**src/rtl/pc_seq_unit_if.sv**
```systemverilog
// Fetch-side handle for the next-PC sequencer: control requests in, PC and RAS status out.
// misalign exists only when PC_SEQ_ALIGN_CHECK_EN is defined.
interface pc_seq_unit_if #(
  parameter int WIDTH = 32,
  parameter int IMM_W = 16
);
  logic             stall;
  logic             br_take;
  logic [IMM_W-1:0] imm;
  logic             jmp;
  logic [WIDTH-1:0] jmp_target;
  logic             jr;
  logic [WIDTH-1:0] jr_addr;
  logic             call;
  logic             ret;
  logic [WIDTH-1:0] pc;
  logic [WIDTH-1:0] pc_plus4;
  logic             ras_empty;
  logic             ras_full;
  logic             ras_ovf;
  logic             ras_unf;
`ifdef PC_SEQ_ALIGN_CHECK_EN
  logic             misalign;
`endif

  modport master (
    output stall, br_take, imm, jmp, jmp_target, jr, jr_addr, call, ret,
    input  pc, pc_plus4, ras_empty, ras_full, ras_ovf, ras_unf
`ifdef PC_SEQ_ALIGN_CHECK_EN
    , input misalign
`endif
  );

  modport slave (
    input  stall, br_take, imm, jmp, jmp_target, jr, jr_addr, call, ret,
    output pc, pc_plus4, ras_empty, ras_full, ras_ovf, ras_unf
`ifdef PC_SEQ_ALIGN_CHECK_EN
    , output misalign
`endif
  );
endinterface

```
**src/rtl/pc_seq_unit.sv**
```systemverilog
// Next-PC sequencer with stall and a circular return-address stack.
// Optional PC_SEQ_ALIGN_CHECK_EN: registered misalign flag and word-aligned stored PC.
module pc_seq_unit #(
  parameter int          WIDTH     = 32,
  parameter int          IMM_W     = 16,
  parameter logic [31:0] RESET_PC  = 32'h00400020,
  parameter int          RAS_DEPTH = 4
) (
  input logic          clk,
  input logic          reset,
  pc_seq_unit_if.slave bus
);
  localparam int PTR_W = $clog2(RAS_DEPTH);
  localparam int CNT_W = PTR_W + 1;

  logic [WIDTH-1:0] pc_q, pc_d;
  logic [PTR_W-1:0] top_q, top_d;
  logic [CNT_W-1:0] count_q, count_d;
  logic             ovf_q, ovf_d;
  logic             unf_q, unf_d;
  logic [WIDTH-1:0] ras_mem_q [RAS_DEPTH];
  logic [WIDTH-1:0] ras_mem_d [RAS_DEPTH];

  logic [WIDTH-1:0] pc_plus4;
  logic [WIDTH-1:0] imm_ext;
  logic [WIDTH-1:0] br_target;
  logic [WIDTH-1:0] pc_sel;
  logic             ras_is_empty;
  logic             ras_is_full;

`ifdef PC_SEQ_ALIGN_CHECK_EN
  logic misalign_q, misalign_d;
`endif

  always_comb begin
    pc_plus4     = pc_q + WIDTH'(4);
    imm_ext      = {{(WIDTH-IMM_W){bus.imm[IMM_W-1]}}, bus.imm};
    br_target    = pc_plus4 + (imm_ext << 2);
    ras_is_empty = (count_q == '0);
    ras_is_full  = (count_q == CNT_W'(RAS_DEPTH));

    // ret beats every other redirect; an empty stack falls through to pc+4
    if (bus.ret)          pc_sel = ras_is_empty ? pc_plus4 : ras_mem_q[top_q];
    else if (bus.jr)      pc_sel = bus.jr_addr;
    else if (bus.jmp)     pc_sel = bus.jmp_target;
    else if (bus.br_take) pc_sel = br_target;
    else                  pc_sel = pc_plus4;
  end

  always_comb begin
    pc_d      = pc_q;
    top_d     = top_q;
    count_d   = count_q;
    ovf_d     = ovf_q;
    unf_d     = unf_q;
    ras_mem_d = ras_mem_q;
`ifdef PC_SEQ_ALIGN_CHECK_EN
    misalign_d = 1'b0;
`endif
    if (!bus.stall) begin
`ifdef PC_SEQ_ALIGN_CHECK_EN
      pc_d       = {pc_sel[WIDTH-1:2], 2'b00};
      misalign_d = |pc_sel[1:0];
`else
      pc_d = pc_sel;
`endif
      if (bus.call && bus.ret) begin
        // pop-then-push in place: pointer stays, depth only grows from empty
        ras_mem_d[top_q] = pc_plus4;
        if (ras_is_empty) begin
          count_d = CNT_W'(1);
          unf_d   = 1'b1;
        end
      end else if (bus.call) begin
        ras_mem_d[top_q + PTR_W'(1)] = pc_plus4;
        top_d = top_q + PTR_W'(1);
        if (ras_is_full) ovf_d = 1'b1;
        else             count_d = count_q + CNT_W'(1);
      end else if (bus.ret) begin
        if (ras_is_empty) begin
          unf_d = 1'b1;
        end else begin
          top_d   = top_q - PTR_W'(1);
          count_d = count_q - CNT_W'(1);
        end
      end
    end
  end

  always_ff @(posedge clk) begin
    if (reset) begin
      pc_q    <= WIDTH'(RESET_PC);
      top_q   <= '0;
      count_q <= '0;
      ovf_q   <= 1'b0;
      unf_q   <= 1'b0;
      for (int i = 0; i < RAS_DEPTH; i++) ras_mem_q[i] <= '0;
`ifdef PC_SEQ_ALIGN_CHECK_EN
      misalign_q <= 1'b0;
`endif
    end else begin
      pc_q      <= pc_d;
      top_q     <= top_d;
      count_q   <= count_d;
      ovf_q     <= ovf_d;
      unf_q     <= unf_d;
      ras_mem_q <= ras_mem_d;
`ifdef PC_SEQ_ALIGN_CHECK_EN
      misalign_q <= misalign_d;
`endif
    end
  end

  assign bus.pc        = pc_q;
  assign bus.pc_plus4  = pc_plus4;
  assign bus.ras_empty = ras_is_empty;
  assign bus.ras_full  = ras_is_full;
  assign bus.ras_ovf   = ovf_q;
  assign bus.ras_unf   = unf_q;
`ifdef PC_SEQ_ALIGN_CHECK_EN
  assign bus.misalign  = misalign_q;
`endif
endmodule

```
**src/flat_wrapper.sv**
```systemverilog
// flat-port wrapper written by rule: the top's interface ports become plain ports
module pc_seq_unit_flat 
#(
  parameter int          WIDTH     = 32,
  parameter int          IMM_W     = 16,
  parameter logic [31:0] RESET_PC  = 32'h00400020,
  parameter int          RAS_DEPTH = 4
)
  (clk, reset, bus_stall, bus_br_take, bus_imm, bus_jmp, bus_jmp_target, bus_jr, bus_jr_addr, bus_call, bus_ret, bus_pc, bus_pc_plus4, bus_ras_empty, bus_ras_full, bus_ras_ovf, bus_ras_unf);
  pc_seq_unit_if #(.WIDTH(WIDTH), .IMM_W(IMM_W)) bus_i ();
  input logic clk;
  input logic reset;
  input wire logic [$bits(bus_i.stall)-1:0] bus_stall;
  input wire logic [$bits(bus_i.br_take)-1:0] bus_br_take;
  input wire logic [$bits(bus_i.imm)-1:0] bus_imm;
  input wire logic [$bits(bus_i.jmp)-1:0] bus_jmp;
  input wire logic [$bits(bus_i.jmp_target)-1:0] bus_jmp_target;
  input wire logic [$bits(bus_i.jr)-1:0] bus_jr;
  input wire logic [$bits(bus_i.jr_addr)-1:0] bus_jr_addr;
  input wire logic [$bits(bus_i.call)-1:0] bus_call;
  input wire logic [$bits(bus_i.ret)-1:0] bus_ret;
  output wire logic [$bits(bus_i.pc)-1:0] bus_pc;
  output wire logic [$bits(bus_i.pc_plus4)-1:0] bus_pc_plus4;
  output wire logic [$bits(bus_i.ras_empty)-1:0] bus_ras_empty;
  output wire logic [$bits(bus_i.ras_full)-1:0] bus_ras_full;
  output wire logic [$bits(bus_i.ras_ovf)-1:0] bus_ras_ovf;
  output wire logic [$bits(bus_i.ras_unf)-1:0] bus_ras_unf;
  assign bus_i.stall = bus_stall;
  assign bus_i.br_take = bus_br_take;
  assign bus_i.imm = bus_imm;
  assign bus_i.jmp = bus_jmp;
  assign bus_i.jmp_target = bus_jmp_target;
  assign bus_i.jr = bus_jr;
  assign bus_i.jr_addr = bus_jr_addr;
  assign bus_i.call = bus_call;
  assign bus_i.ret = bus_ret;
  assign bus_pc = bus_i.pc;
  assign bus_pc_plus4 = bus_i.pc_plus4;
  assign bus_ras_empty = bus_i.ras_empty;
  assign bus_ras_full = bus_i.ras_full;
  assign bus_ras_ovf = bus_i.ras_ovf;
  assign bus_ras_unf = bus_i.ras_unf;
  pc_seq_unit #(.WIDTH(WIDTH), .IMM_W(IMM_W), .RESET_PC(RESET_PC), .RAS_DEPTH(RAS_DEPTH)) u_core (.clk(clk), .reset(reset), .bus(bus_i));
endmodule
```
**config.mk**
```make
export PLATFORM = sky130hd
export DESIGN_NAME = pc_seq_unit_flat
export DESIGN_NICKNAME = d
export VERILOG_FILES = /design/src/rtl/pc_seq_unit_if.sv /design/src/rtl/pc_seq_unit.sv /design/src/flat_wrapper.sv
export SDC_FILE = /design/constraint.sdc
export NUM_CORES = 1
export LEC_CHECK = 0
export ABC_AREA = 1
export BUFFER_PORTS_ARGS = -buffer_cell sky130_fd_sc_hd__buf_2
export CAP_MARGIN = 40
export CORE_UTILIZATION = 30
export CTS_BUF_LIST = sky130_fd_sc_hd__clkbuf_8
export CTS_CLUSTER_DIAMETER = 40
export DETAILED_ROUTE_END_ITERATION = 12
export PLACE_DENSITY = 0.46
export SLEW_MARGIN = 25
export SYNTH_ARGS = -nofsm -noshare
export SYNTH_HDL_FRONTEND = slang
export SYNTH_SLANG_ARGS = --single-unit
```
**constraint.sdc**
```tcl
create_clock -name clk -period 3.2 [get_ports clk]
set_clock_uncertainty 0.15 [all_clocks]
set_input_delay 0 -clock clk [delete_from_list [all_inputs] [get_ports clk]]
set_output_delay 0 -clock clk [all_outputs]
set_load 0.05 [all_outputs]
```
==> out/metrics.yaml <==
numCtsBuffers: 17
criticalPathCategory: "flop to flop"
slowest_stage: "dfxtp_4"
drcViolationCount: 0
root_buffer: "clkbuf_8"
synthSimpleGateAreaFrac: 0.263
vias: 13200
slew_headroom: 0.386
setup_viol: 0
maxCapViolCount: 0
grt_max_degree: 69
netlist_area_sq_um: 11200
crit_buf_inv: 5
holdPathStages: 7
synthMuxAreaShare: 0
path_cells: "ha_4, nand2_4, inv_4, nand2_4, nor2_4, or2_2, nand2_2, clkinvlp_4, ha_4, buf_4, nand2_1, nand2_1, inv_2, nand2_4, a21oi_4, buf_4, nand2_1, nand2_1, nand3_1, nand2_1, nand2_1, a21oi_1, nor2_1"
ys_types: 46
clock_latency_ps: 490
ys_seq_area_frac: 0.299
wl_per_cell_um: 18.7
first_global_vias: 12500
final_common_cell: "nand2_1"
antenna_cells: 0
rows: 70
p_leak_nw: 7.58
swShare: 0.388
yosysWarnings: 0
cpMostUsedCell: "nand2_1"
met2_usage: 0.411
port_buffers: 155
worstPathMaxFanout: 4
vdd.ir_drop.worst_v: 0.000316
overflow: 0
rr_startpoint: "u_core.bus.pc[3]$_SDFFE_PP0N_"
crit_arrival_ps: 3430
io_pins: 156
synth-adder-area-share: 0.0483
synth-xor-area-share: 0.0243
power_frac_clock: 0.271
synth_top_family_by_area: "simple AND/OR/NAND/NOR gates"
die-area_sq_um: 38100
synth-compound-area-share: 0.256
status: "complete, no violations"
timing.reg2reg.setup_slack_ps: 6
pre_cts_slack_ps: -336
antenna_found_initial: 0
ff2ff_path_depth: 23
finalPower_mw: 6.73
endpoint_kind: "flop"
die_h_um: 195
finalHoldViolations: 0
busiest_layer: "met2"
cts_tree: "built"
path_clk_slew_ps: 100
pwr-share-seq: 0.342
place_inst: 2484
synth.largest_area_cell: "dfxtp_1"
cts.sinks: 167
firstDrtPassIters: 5
ant_nets: 0
worst_slack_ps: 5.73
power.density_nw_per_um2: 422
critPathRequiredTime_ps: 3440
routabilityCongestion: 0.926
grt_usage: 0.254
hold_path_end: "u_core.bus.pc[1]$_SDFFE_PP0P_"
setup_tns_ps: 0
layout-drive-gt1-share: 0.295
fmaxAchievable_mhz: 313
synth_top_area_share: 0.299
syn_nets: 1917
drv_slew: 0
drt_iter0_markers: 878
grtUsageMet3: 0.0396
rsz0062_at_grt: "true"
ys_ff_latch: 167
hold_class: "input port to flop"
final_nets: 2257
mostFrequentLayoutCells: "nand2_1 (340), o21ai_0 (211), a21oi_1 (193)"
grt_util_met1: 0.342
p_comb_frac: 0.387
dpl.hpwl_um: 35500
worst_slew_pin_slew_ps: 921
min_from: "bus_jr_addr[1]"
die_w_um: 195
syn_to_final_growth_pct: 42.5
crit_family: "simple AND/OR/NAND/NOR gates"
instances_no_fill: 2608
cpPeakStageDelay_ps: 380
core_sq_um: 36700
layout_min_cycle_time_ps: 3190
via_per_inst: 5.08
cts_max_level: 4
p_switching_mw: 2.61
routed_wl_um: 48900
initial_core_util: 0.305
cp-start-kind: "flop"
synth.avg_cell_area_sq_um: 6.27
clockBufferDepth: 2
post-route-period-util: 0.998
synthCells: 1787
grt_pass1_wl_um: 73600
p_int_mw: 4.12
r2r_end: "u_core.bus.pc[19]$_SDFFE_PP0N_"
yosys-top-cells-area: "dfxtp_1 (30%), nand2_1 (13%), o21ai_0 (9.7%)"
==> worst max-delay path by stage <==
stage | cells past startpoint | slack, ps | start | to
CTS | 23 | -20 | u_core.bus.pc[2]$_SDFFE_PP0N_ | u_core.bus.pc[25]$_SDFFE_PP0N_
detailed placement | 22 | -340 | u_core.bus.pc[9]$_SDFFE_PP0N_ | u_core.bus.pc[22]$_SDFFE_PP1N_
global placement | 22 | -380 | u_core.bus.pc[10]$_SDFFE_PP0N_ | u_core.bus.pc[22]$_SDFFE_PP1N_
finish | 23 | 6 | u_core.bus.pc[3]$_SDFFE_PP0N_ | u_core.bus.pc[19]$_SDFFE_PP0N_
global route | 26 | -180 | u_core.bus.pc[3]$_SDFFE_PP0N_ | u_core.bus.pc[21]$_SDFFE_PP0N_
floorplan | 25 | 0.09 | u_core.bus.pc[2]$_SDFFE_PP0N_ | u_core.bus.pc[27]$_SDFFE_PP0N_
==> power by group through the flow <==
stage | clock network [mW] | registers, mW | logic, mW
4_1_cts | 1.85 | 2.30 | 2.45
2_1_floorplan | 0 | 2.47 | 1.25
3_5_place_dp | 0 | 2.34 | 2.28
5_1_grt | 1.95 | 2.32 | 2.82
6_report | 1.82 | 2.30 | 2.61
3_3_place_gp | 0 | 2.34 | 2.27
==> worst register-to-register path, delay by kind of cell, from the launching register on <==
family,cells,cell delay [ps]
buffers and inverters,5,530
AND/OR/NAND/NOR,14,1330
adder cells (fa/ha/maj),2,410
flip-flops,1,380
AO/OA/AOI/OAI,2,300
==> synthesized netlist by cell type, drive strengths merged <==
master and instances:
inv 219, nand3b 2, o21ai 228, a21oi 215
and2 4, o221ai 6, nand3 104, xnor2 12
o21a 1, ha 40, dfxtp 167, a31oi 3
or2 3, buf 22, nand2 405, a211o 2
nand4 15, a221oi 11, o211ai 33, fa 2
clkbuf 75, a211oi 2, nor4 1, xor2 16
clkinv 5, o22ai 15, a22oi 1, nor3 10
nor2 157, o21bai 8, a21o 3
==> what timing repair did <==
action | CTS | global route
pin swaps | 29 | 67
endpoints found under the setup margin | 17 | 25
cloned | 0 | 0
hold buffers | 66 | 0
resized for setup | 78 | 136
hold endpoints to repair | 51 | 0
setup buffers | 16 | 11
==> sequential cells by signal, summed over array words and instances, names as in the netlist <==
name	count
u_core.bus.ras_unf	1
u_core.bus.pc	32
u_core.ras_mem_q	128
u_core.bus.ras_ovf	1
u_core.top_q	2
u_core.count_q	3
==> layout make-up <==
cell class                 count  area [sq um]
clock buffer                  19           262
clock inverter                13           201
fill                        3913         20700
inverter                     224           870
multi-input combinational   1299          7610
sequential                   167          3410
tap                          468           586
timing repair buffer         418          3010
==> logic make-up after synthesis <==
logic type	count (synthesis)
xor+xnor	28
buf+inv	321
simple gates	701
fa+ha+maj	42
flops	167
compound gates	528
==> metal layers <==
layer | vias up | wire length, um
li1 | 6581 | -
met1 | 6239 | 22600
met2 | 362 | 22300
met3 | 60 | 2320
met4 | 0 | 1580
met5 | - | 0
==> stage by stage <==
stage	cell area [sq um]	hold WS [ps]	util
finish	16000	21.0	0.435
global route	16000	68.9	0.435
CTS	15300	4.21	0.418
detailed placement	13700	231	0.374
global placement	13700	238	0.374
floorplan	11400	45.8	-
Power figures use the tool's default switching activity.
